<file path="src/rtl/mem_port_arbiter_pkg.sv">
// Shared definitions for the IC/DM memory-port arbiter: arbiter states,
// default data width and the funct3 used for instruction refills.
package mem_port_arbiter_pkg;

   localparam int unsigned XLEN    = 32;
   localparam logic [2:0]  F3_WORD = 3'b010;

   typedef enum logic [1:0] {
      ARB_IDLE = 2'd0,
      ARB_IC   = 2'd1,
      ARB_DM   = 2'd2
   } arb_state_t;

endpackage

</file>
<file path="src/rtl/mem_port_arbiter_rr_grant2.sv">
// Two-way round-robin picker. 'last' = 1 means side B was granted last,
// so A wins a tie; lock_b reserves the grant for side B only.
module rr_grant2 (
   input  logic req_a,
   input  logic req_b,
   input  logic last,
   input  logic lock_b,
   output logic gnt_a,
   output logic gnt_b
);

   always_comb begin
      gnt_a = 1'b0;
      gnt_b = 1'b0;
      if (lock_b) begin
         gnt_b = req_b;
      end else if (req_a && req_b) begin
         gnt_a = last;
         gnt_b = !last;
      end else begin
         gnt_a = req_a;
         gnt_b = req_b;
      end
   end

endmodule

</file>
<file path="src/rtl/mem_port_arbiter.sv">
// Shares one memory port between the IC refill and DM interfaces of a hart:
// round-robin grant, DM lock for atomics, registered memory-side request.
module mem_port_arbiter
   import mem_port_arbiter_pkg::*;
#(
   parameter int unsigned XLEN          = mem_port_arbiter_pkg::XLEN,
   parameter bit          RESET_LAST_DM = 1'b1
) (
   input  logic            i_clk,
   input  logic            i_rst,
   input  logic            i_ic_req,
   input  logic [XLEN-1:0] i_ic_addr,
   output logic            o_ic_ready,
   output logic [XLEN-1:0] o_ic_rdata,
   input  logic            i_dm_rd,
   input  logic            i_dm_wr,
   input  logic [XLEN-1:0] i_dm_addr,
   input  logic [XLEN-1:0] i_dm_wdata,
   input  logic [2:0]      i_dm_f3,
   input  logic            i_dm_lock,
   output logic            o_dm_ready,
   output logic [XLEN-1:0] o_dm_rdata,
   output logic            o_mem_req,
   output logic            o_mem_wen,
   output logic [XLEN-1:0] o_mem_addr,
   output logic [XLEN-1:0] o_mem_wdata,
   output logic [2:0]      o_mem_f3,
   input  logic            i_mem_ready,
   input  logic [XLEN-1:0] i_mem_rdata
);

   arb_state_t state;
   logic       last_grant;
   logic       lock_flag;
   logic       dm_req;
   logic       lock_hold;
   logic       gnt_ic;
   logic       gnt_dm;
   logic       ic_done;
   logic       dm_done;

   assign dm_req = i_dm_rd | i_dm_wr;

   // A set lock only survives IDLE while DM keeps asserting i_dm_lock;
   // dropping it reopens arbitration in the same cycle.
   assign lock_hold = lock_flag & i_dm_lock;

   rr_grant2 u_pick (
      .req_a  (i_ic_req),
      .req_b  (dm_req),
      .last   (last_grant),
      .lock_b (lock_hold),
      .gnt_a  (gnt_ic),
      .gnt_b  (gnt_dm)
   );

   assign ic_done = (state == ARB_IC) && i_mem_ready;
   assign dm_done = (state == ARB_DM) && i_mem_ready;

   always_comb begin
      o_ic_ready = ic_done;
      o_dm_ready = dm_done;
      o_ic_rdata = ic_done ? i_mem_rdata : '0;
      o_dm_rdata = dm_done ? i_mem_rdata : '0;
   end

   always_ff @(posedge i_clk or negedge i_rst) begin
      if (!i_rst) begin
         state       <= ARB_IDLE;
         last_grant  <= RESET_LAST_DM;
         lock_flag   <= 1'b0;
         o_mem_req   <= 1'b0;
         o_mem_wen   <= 1'b0;
         o_mem_addr  <= '0;
         o_mem_wdata <= '0;
         o_mem_f3    <= '0;
      end else begin
         case (state)
            ARB_IDLE: begin
               if (lock_flag && !i_dm_lock) begin
                  lock_flag <= 1'b0;
               end
               if (gnt_ic) begin
                  state       <= ARB_IC;
                  last_grant  <= 1'b0;
                  o_mem_req   <= 1'b1;
                  o_mem_wen   <= 1'b0;
                  o_mem_addr  <= i_ic_addr;
                  o_mem_wdata <= '0;
                  o_mem_f3    <= F3_WORD;
               end else if (gnt_dm) begin
                  state       <= ARB_DM;
                  last_grant  <= 1'b1;
                  o_mem_req   <= 1'b1;
                  o_mem_wen   <= i_dm_wr;
                  o_mem_addr  <= i_dm_addr;
                  o_mem_wdata <= i_dm_wdata;
                  o_mem_f3    <= i_dm_f3;
               end
            end
            ARB_IC: begin
               if (i_mem_ready) begin
                  state     <= ARB_IDLE;
                  o_mem_req <= 1'b0;
               end
            end
            ARB_DM: begin
               if (i_mem_ready) begin
                  state     <= ARB_IDLE;
                  o_mem_req <= 1'b0;
                  lock_flag <= i_dm_lock;
               end
            end
            default: begin
               state     <= ARB_IDLE;
               o_mem_req <= 1'b0;
            end
         endcase
      end
   end

endmodule

</file>
<file path="config.mk">
export PLATFORM = sky130hd
export DESIGN_NAME = mem_port_arbiter
export DESIGN_NICKNAME = d
export VERILOG_FILES = /design/src/rtl/mem_port_arbiter_pkg.sv /design/src/rtl/mem_port_arbiter_rr_grant2.sv /design/src/rtl/mem_port_arbiter.sv
export SDC_FILE = /design/constraint.sdc
export NUM_CORES = 1
export LEC_CHECK = 0
export ABC_AREA = 1
export ABC_CLOCK_PERIOD_IN_PS = 2700
export CAP_MARGIN = 40
export CORE_ASPECT_RATIO = 0.75
export CORE_MARGIN = 8
export CORE_UTILIZATION = 38
export DETAILED_ROUTE_END_ITERATION = 7
export PLACE_DENSITY = 0.94
export SLEW_MARGIN = 20
export SYNTH_ARGS = -nofsm -noshare
export SYNTH_HDL_FRONTEND = slang
export SYNTH_SLANG_ARGS = --single-unit
</file>
<file path="constraint.sdc">
create_clock -name i_clk -period 2.7 [get_ports i_clk]
set_input_delay 0.81 -clock i_clk [delete_from_list [all_inputs] [get_ports i_clk]]
set_output_delay 0.81 -clock i_clk [all_outputs]
set_load 0.03 [all_outputs]
</file>
==> results.py, run 1 <==
metrics = {
    "yosys": {
        "synth.avg_cell_area_um2": 6.79,
        "ys_warn_count": 0,
        "syn_inst": 578,
        "synthesis.area_mm2": 0.00393,
        "synth_area_leaders": "dfrtp_1 46%, nand2_1 18%, nand3_1 13%",
        "ys_types": 16,
        "ys_seq_area_frac": 0.466,
        "yosys.area.top_type": "dfrtp_1",
        "syn_nets": 719,
        "synth_seq_cells": 73,
        "synth_top_area_share": 0.459,
    },
    "detailed_routing": {
        "met2WireLength_um": 7270,
        "highest_layer": "met4",
        "wl_um": 15000,
        "met3_length_um": 1530,
        "route.detailed.wl_per_inst_um": 15.3,
        "ant_nets": 0,
        "drtPass1Iterations": 4,
        "viasPerCell": 4.55,
        "drt_iter0_markers": 275,
        "wl_met1_um": 5980,
        "num_vias": 4456,
        "remaining_drc_errors": 0,
    },
    "place": {
        "hpwlAfterDp_um": 11600,
        "gp_congestion": 0.805,
        "io_buffers": 272,
        "place_ws_ps": -57.4,
    },
    "timing": {
        "rsz0062_at_grt": "no",
        "finalHoldViolCount": 0,
        "worst_slew_pin_slew_ps": 434,
        "finClkSkew_ps": 5.87,
        "maxSlewHeadroom": 0.711,
        "min_period_over_period": 0.900,
        "setup_violations": 0,
        "slew_violations": 0,
        "finalCriticalPeriod_ps": 2430,
        "timing.hold.ws_ps": 419,
        "fin_ws_ps": 271,
        "fmax_mhz": 412,
    },
    "finish": {
        "synthToLayoutAreaGrowth_pct": 80.3,
        "num-fill-cells": 804,
        "drive_above_1_share": 0.126,
        "final_nets": 980,
        "final-seq-area_mm2": 0.00183,
        "utilization": 0.696,
        "num_antenna_cells": 0,
        "multi_input_area_mm2": 0.00156,
    },
    "grt": {
        "grt_pass1_vias": 4486,
        "grt_usage": 0.212,
        "grt_overflow": 0,
        "grt_pass1_wl_um": 23800,
        "antenna_found_initial": 0,
        "grt_max_degree": 73,
    },
    "clock_tree": {
        "clock_path_buffers": 2,
        "cts_hold_buffers": 0,
        "cts_buffers": 9,
        "cts_root_buf": "clkbuf_16",
        "cts_tree": "yes",
        "htree_levels": 3,
        "clkTransAtPathRegs_ps": 60,
        "clkLatencyLatePin_ps": 320,
        "cts_setup_buffers": 0,
        "cts_sinks": 73,
    },
    "floorplan": {
        "fp.coreArea_mm2": 0.0102,
        "placementRows": 32,
        "die_h_um": 104,
        "start_util": 0.386,
        "io_pins": 273,
        "dieArea_mm2": 0.0139,
        "fp.dieW_um": 133,
    },
    "min_path": {
        "min_path_type": "in2async",
    },
    "power": {
        "switching_share": 0.443,
        "power_mw": 7.73,
        "p_switching_mw": 3.42,
        "intPower_mw": 4.31,
        "powerDensity_mw_per_mm2": 1090,
        "comb_power_share": 0.566,
        "peakVddDrop_v": 0.000458,
        "p_seq_frac": 0.246,
        "clockPowerShare": 0.189,
        "power_leakage_nw": 3.85,
    },
    "worst_setup_path": {
        "crit_path_start_kind": "input port",
        "cp_slowest_cell": "clkdlybuf4s50_1",
        "crit_type": "in2out",
        "arrival_ps": 1620,
        "endpoint_kind": "output pin",
        "max_stage_delay_ps": 450,
        "cp_data_required_time_ps": 1890,
        "crit_chain": "clkdlybuf4s50_1 -> inv_1 -> nor2_2 -> buf_6",
        "cp_max_fo": 2,
    },
    "outcome": {
        "status": "finished clean",
    },
    "flow_run": {
        "drv_cap": 0,
    },
}
==> metal layers <==
| metal | global-route usage | up-vias |
|---|---|---|
| li1 | - | 2241 |
| met4 | 0.0512 | 0 |
| met1 | 0.245 | 2006 |
| met2 | 0.355 | 190 |
| met3 | 0.0903 | 19 |
| met5 | 0 | - |
==> cells in the final DEF, fill, tap and decap left out <==
cell,n
dfrtp_1,72
nand3_1,101
inv_6,1
inv_1,108
nand2_2,2
nand2_1,183
nand3b_1,1
o21ai_0,2
nor2_1,62
clkinv_2,1
dlymetal6s2s_1,1
dfstp_2,1
buf_6,1
o22ai_1,1
buf_4,69
a21oi_4,1
nor2_2,6
clkdlybuf4s50_1,204
clkbuf_16,9
bufinv_16,4
inv_2,1
ha_1,3
a21oi_2,1
clkinvlp_4,1
buf_12,8
==> metrics by stage <==
| step | instance area (um2) | cells | setup TNS (ps) |
|---|---|---|---|
| after global routing | 7080 | 980 | 0 |
| after CTS | 7070 | 980 | -3.35 |
| final | 7080 | 980 | 0 |
| after floorplan | 3930 | 578 | 0 |
| after detailed placement | 6690 | 964 | -153 |
| after global placement | 6690 | 964 | -114 |
==> power groups by stage <==
stage | clock, mW | combinational, mW | sequential (mW)
after floorplan | 0 | 1.48 | 2.86
after global placement | 0 | 4.33 | 1.88
after detailed placement | 0 | 4.40 | 1.90
after CTS | 1.49 | 4.42 | 1.90
after global routing | 1.54 | 4.70 | 1.95
final | 1.46 | 4.37 | 1.90
==> timing repair <==
item | 4_1_cts | 5_1_grt
endpoints found under the setup margin | 5 | 66
endpoints found under the hold margin | 0 | 0
resized for setup | 7 | 2
==> cell usage after synthesis (all sizes together) <==
| library cell | n |
|---|---|
| clkbuf | 16 |
| ha | 3 |
| inv | 109 |
| nor2 | 68 |
| dfrtp | 72 |
| a21oi | 2 |
| o21ai | 2 |
| dfstp | 1 |
| buf | 17 |
| o22ai | 1 |
| nand2 | 185 |
| nand3b | 1 |
| nand3 | 101 |
==> final cells by class <==
cell class	count	area share
Clock inverter	7	0.0200
Clock buffer	9	0.0318
Sequential cell	73	0.258
Multi-Input combinational cell	363	0.221
Inverter	109	0.0578
Timing Repair Buffer	283	0.388
Tap cell	136	0.0240
==> path summary, 6_finish.rpt <==
path	cells past startpoint	to	from	slack [ps]
worst max-delay path	4	o_ic_rdata[26]	i_mem_rdata[26]	270
worst min-delay path	1	o_mem_wdata[18]	i_rst	420
worst max register to register	7	o_mem_addr[8]	state[0]	1090
worst min register to register	2	o_mem_addr[20]	o_mem_addr[20]	480
max in group asynchronous	2	last_grant	i_rst	1660
min in group i_clk	2	o_mem_addr[20]	o_mem_addr[20]	480
==> logic make-up after synthesis <==
group           after synthesis  share of synthesized area
simple gates                355                      0.373
buf+inv                     142                      0.142
compound gates                5                     0.0105
flops                        73                      0.466
fa+ha+maj                     3                    0.00956
==> flip-flops by register name, summed over array words and instances (netlist names) <==
| register | flops |
|---|---|
| state | 2 |
| o_mem_f3 | 3 |
| lock_flag | 1 |
| o_mem_wen | 1 |
| o_mem_req | 1 |
| o_mem_addr | 32 |
| o_mem_wdata | 32 |
| last_grant | 1 |
==> worst max-delay path: cells and delay by family <==
kind | cells | cell delay [ps]
buffers and inverters | 3 | 660
and+or+nand+nor | 1 | 150
Note: power is estimated with default switching activity, not from simulation.
==> run 2: changes to the inputs <==
CORE_MARGIN = default   (was 8)
CORE_UTILIZATION = 37   (was 38)
SYNTH_HIERARCHICAL = 1   (was default)
==> results.py, run 2 <==
metrics = {
    "worst_setup_path": {
        "cp_max_fo": 2,
        "endpoint_kind": "output pin",
        "crit_path_start_kind": "input port",
        "crit_type": "in2out",
        "arrival_ps": 1710,
        "cp_data_required_time_ps": 1890,
        "r2r.worst_path.cells": 6,
        "max_stage_delay_ps": 450,
        "cp_slowest_cell": "clkdlybuf4s50_1",
        "crit_chain": "clkdlybuf4s50_1 -> inv_1 -> nor2_1 -> buf_12",
    },
    "grt": {
        "grt_pass1_vias": 3961,
        "antenna_found_initial": 0,
        "grt_pass1_wl_um": 19900,
        "grt_max_degree": 74,
        "grt_usage": 0.243,
        "grt_overflow": 0,
    },
    "detailed_routing": {
        "ant_nets": 0,
        "drt_iter0_markers": 184,
        "remaining_drc_errors": 0,
        "drtPass1Iterations": 4,
        "viasPerCell": 4.46,
        "num_vias": 4241,
        "wl_um": 12800,
        "route.detailed.wl_per_inst_um": 13.5,
    },
    "timing": {
        "rsz0062_at_grt": "no",
        "finClkSkew_ps": 6.18,
        "finalCriticalPeriod_ps": 2520,
        "slew_violations": 0,
        "setup_violations": 0,
        "maxSlewHeadroom": 0.583,
        "final.setup.tns_ps": 0,
        "fin_ws_ps": 183,
        "fmax_mhz": 397,
        "worst_slew_pin_slew_ps": 625,
        "min_period_over_period": 0.932,
        "finalHoldViolCount": 0,
    },
    "place": {
        "place_ws_ps": -73.8,
        "gp_congestion": 0.846,
        "place_area_mm2": 0.00654,
        "io_buffers": 272,
        "hpwlAfterDp_um": 9510,
        "dp_cells": 935,
    },
    "finish": {
        "reg_top3": "o_mem_addr: 32 flops, o_mem_wdata: 32 flops, o_mem_f3: 3 flops",
        "layout_common_cells": "319 x nand2_1, 204 x clkdlybuf4s50_1, 72 x dfrtp_1",
        "num-fill-cells": 755,
        "finalInstanceArea_mm2": 0.00689,
        "drive_above_1_share": 0.138,
        "mostFrequentLayoutCell": "nand2_1",
        "stdcell_count": 950,
        "num_antenna_cells": 0,
        "final_nets": 955,
        "synthToLayoutAreaGrowth_pct": 84.8,
    },
    "yosys": {
        "synth_edf_count": 0,
        "syn_nets": 689,
        "synth.most_common_cell": "nand2_1",
        "yosys.area.top_type": "dfrtp_1",
        "synth_seq_cells": 73,
        "ys_async_sr_fraction": 1.00,
        "synth_top_area_share": 0.483,
        "ys.flop_type": "dfrtp_1",
        "ys_seq_area_frac": 0.490,
        "synth_area_leaders": "dfrtp_1 48%, nand2_1 32%, nor2_1 6.8%",
        "ys_warn_count": 6,
        "synthesis.area_mm2": 0.00373,
        "ys_top_cells_by_count": "320 x nand2_1, 72 x dfrtp_1, 68 x nor2_1",
        "synth.avg_cell_area_um2": 6.80,
        "syn_inst": 548,
        "ys_types": 19,
    },
    "outcome": {
        "status": "finished clean",
    },
    "clock_tree": {
        "cts_root_buf": "clkbuf_16",
        "cts_buffers": 9,
        "clock_path_buffers": 2,
        "cts_tree": "yes",
        "htree_levels": 3,
        "clkLatencyLatePin_ps": 330,
        "cts_sinks": 73,
        "clkTransAtPathRegs_ps": 60,
    },
    "floorplan": {
        "dieArea_mm2": 0.0105,
        "die_h_um": 88.9,
        "fp.coreArea_mm2": 0.00974,
        "start_util": 0.383,
        "fp.dieW_um": 118,
        "io_pins": 273,
        "placementRows": 31,
    },
    "power": {
        "power_mw": 7.63,
        "powerDensity_mw_per_mm2": 1110,
        "power_leakage_nw": 3.68,
        "peakVddDrop_v": 0.000589,
    },
    "min_path": {
        "min_path_type": "in2async",
    },
    "flow_run": {
        "drv_cap": 0,
    },
}
-- run 2: power breakdown --
group	total, mW	leakage (nW)	switching [mW]	internal [mW]
Combinational	4.45	2.61	2.75	1.70
Clock	1.30	0.158	0.444	0.855
Sequential	1.88	0.916	0.273	1.61
Total	7.63	3.68	3.47	4.16
-- run 2: metal layers --
layer  wire length [um]  GRT usage  vias to the layer above
li1                   -          -                     2115
met1               5170      0.283                     1936
met2               6510      0.442                      169
met3                843     0.0651                       21
met4                266     0.0804                        0
met5                  0          0                        -
-- run 2: area by class of cell --
cell class / count / area (um2) / share of cell area
repair buffers: 282 / 2800 / 0.406
flip-flops and latches: 73 / 1830 / 0.265
multi-input cells: 400 / 1590 / 0.231
clock buffers: 11 / 253 / 0.0367
inverters: 48 / 180 / 0.0262
well taps: 132 / 165 / 0.0240
clock inverters: 4 / 76.3 / 0.0111
-- run 2: final timing paths --
path	start	to	slack, ps
hold / removal	i_rst	o_mem_wdata[11]	470
max in group asynchronous	i_rst	last_grant	1850
hold reg to reg	o_mem_req	o_mem_req	470
setup / recovery	i_mem_rdata[9]	o_dm_rdata[9]	180
setup reg to reg	state[0]	o_mem_wdata[21]	890
min in group i_clk	o_mem_req	o_mem_req	470
-- run 2: repair_timing --
item / in CTS / in global routing
hold buffers: 0 / 0
buffers inserted: 0 / 0
resized for setup: 11 / 0
endpoints found under the setup margin: 33 / 0
-- run 2: cells by family (layout without fill, tap and decap cells) --
logic type	count (synthesis)	count (layout)	share of synthesized area
AND/OR/NAND/NOR	395	395	0.404
buffers and inverters	75	345	0.0886
flip-flops	73	73	0.490
adder cells (fa/ha/maj)	3	3	0.0101
AO/OA/AOI/OAI	2	2	0.00638
-- run 2: through the flow --
stage | util | hold slack, ps
final | 0.708 | 472
after global routing | 0.708 | 488
after CTS | 0.708 | 472
after detailed placement | 0.671 | 459
after global placement | 0.671 | 457
after floorplan | - | 442
-- run 2: worst max-delay path: cells and delay by family --
kind	cells	cell delay [ps]
buf+inv	3	650
simple gates	1	240
==> run 3: changes to the inputs <==
CORE_AREA = 2 2 107 109   (was default)
CORE_ASPECT_RATIO = default   (was 0.75)
CORE_UTILIZATION = default   (was 37)
DIE_AREA = 0 0 109 111   (was default)
PLACE_DENSITY = 0.88   (was 0.94)
==> results.py, run 3 (same netlist as run 2, synthesis figures left out) <==
metrics = {
    "grt": {
        "grt_pass1_vias": 3975,
        "grt_max_degree": 44,
        "grt_usage": 0.204,
        "grt_overflow": 0,
        "antenna_found_initial": 0,
        "grt_pass1_wl_um": 19300,
    },
    "finish": {
        "num-fill-cells": 953,
        "reg_top3": "o_mem_addr: 32 flops, o_mem_wdata: 32 flops, o_mem_f3: 3 flops",
        "mostFrequentLayoutCell": "nand2_1",
        "num_antenna_cells": 0,
        "synthToLayoutAreaGrowth_pct": 84.5,
        "layout_common_cells": "318 x nand2_1, 204 x clkdlybuf4s50_1, 72 x dfrtp_1",
        "drive_above_1_share": 0.136,
        "final_nets": 955,
        "finalInstanceArea_mm2": 0.00688,
        "utilization": 0.621,
    },
    "worst_setup_path": {
        "endpoint_kind": "output pin",
        "cp_data_required_time_ps": 1890,
        "arrival_ps": 1750,
        "cp-startpoint": "i_mem_rdata[31]",
        "rrSetupSlack_ps": 860,
        "cp_max_fo": 2,
        "crit_path_start_kind": "input port",
        "rr_startpoint": "state[0]",
        "r2r_end": "o_mem_wen",
        "crit_type": "in2out",
        "r2r.worst_path.cells": 6,
    },
    "place": {
        "io_buffers": 272,
        "gp_congestion": 0.783,
        "hpwlAfterDp_um": 9870,
        "place_area_mm2": 0.00654,
        "place_ws_ps": -110,
    },
    "detailed_routing": {
        "viasPerCell": 4.38,
        "drtPass1Iterations": 4,
        "num_vias": 4209,
        "ant_nets": 0,
        "remaining_drc_errors": 0,
        "drt_iter0_markers": 189,
        "route.detailed.wl_per_inst_um": 13.2,
        "wl_um": 12700,
    },
    "timing": {
        "finClkSkew_ps": 11.8,
        "fin_ws_ps": 137,
        "finalCriticalPeriod_ps": 2560,
        "final.setup.tns_ps": 0,
        "rsz0062_at_grt": "no",
        "fmax_mhz": 390,
        "finalHoldViolCount": 0,
        "worst_slew_pin_slew_ps": 723,
        "min_period_over_period": 0.949,
        "maxSlewHeadroom": 0.517,
        "slew_violations": 0,
        "setup_violations": 0,
    },
    "power": {
        "p_seq_frac": 0.248,
        "comb_power_share": 0.586,
        "power_leakage_nw": 3.68,
        "power_mw": 7.53,
        "peakVddDrop_v": 0.000482,
        "switching_share": 0.457,
        "p_switching_mw": 3.44,
        "clockPowerShare": 0.166,
        "powerDensity_mw_per_mm2": 1090,
        "intPower_mw": 4.09,
    },
    "clock_tree": {
        "cts_root_buf": "clkbuf_16",
        "cts_setup_buffers": 0,
        "clkTransAtPathRegs_ps": 60,
        "clkLatencyLatePin_ps": 330,
        "cts_sinks": 73,
        "cts_tree": "yes",
        "clock_path_buffers": 2,
        "htree_levels": 3,
        "cts_buffers": 9,
    },
    "flow_run": {
        "drv_cap": 0,
    },
    "outcome": {
        "status": "finished clean",
    },
    "floorplan": {
        "dieArea_mm2": 0.0121,
        "fp.coreArea_mm2": 0.0111,
        "start_util": 0.336,
        "placementRows": 39,
        "io_pins": 273,
        "die_h_um": 111,
        "fp.dieW_um": 109,
    },
    "min_path": {
        "min_path_type": "in2async",
    },
}
## run 3: repair_timing
| action | CTS | global route |
|---|---|---|
| gates resized for setup | 11 | 0 |
| endpoints found under the setup margin | 12 | 0 |
| hold buffers | 0 | 0 |
| hold endpoints to repair | 0 | 0 |
## run 3: layout make-up
class	count	area (um2)	area share
Clock buffer	11	233	0.0338
Clock inverter	5	78.8	0.0115
Inverter	48	180	0.0262
Multi-Input combinational cell	400	1590	0.232
Sequential cell	73	1830	0.266
Tap cell	143	179	0.0260
Timing Repair Buffer	282	2780	0.405
## run 3: critical path, stage by stage
cell and delay (ps):
clkdlybuf4s50_1 460, inv_1 90, nor2_1 230, buf_12 160
## run 3: per-layer routing
metal	GRT usage	share of wire
met5	0	0
met4	0.0812	0.025
met3	0.0464	0.092
met2	0.382	0.52
met1	0.215	0.36
## run 3: how the worst max path moves through the flow
stage               slack, ps  cells past startpoint              to
global route               70                     11  o_mem_addr[31]
global placement          -80                      6  o_ic_rdata[15]
finish                    140                      4  o_dm_rdata[31]
detailed placement       -110                      5  o_ic_rdata[31]
CTS                       130                      4  o_dm_rdata[31]
floorplan                 320                      3  o_dm_rdata[22]
## run 3: power by group through the flow
stage          Sequential, mW  Clock (mW)  Combinational [mW]
2_1_floorplan            2.77           0                1.73
3_3_place_gp             1.86           0                4.36
3_5_place_dp             1.87           0                4.45
4_1_cts                  1.87        1.27                4.46
5_1_grt                  1.93        1.32                4.75
6_report                 1.87        1.25                4.41
## run 3: metrics by stage
| stage | hold slack [ps] | cells |
|---|---|---|
| after CTS | 444 | 962 |
| after floorplan | 442 | 548 |
| after detailed placement | 463 | 946 |
| final | 430 | 962 |
| after global placement | 452 | 946 |
| after global routing | 466 | 962 |
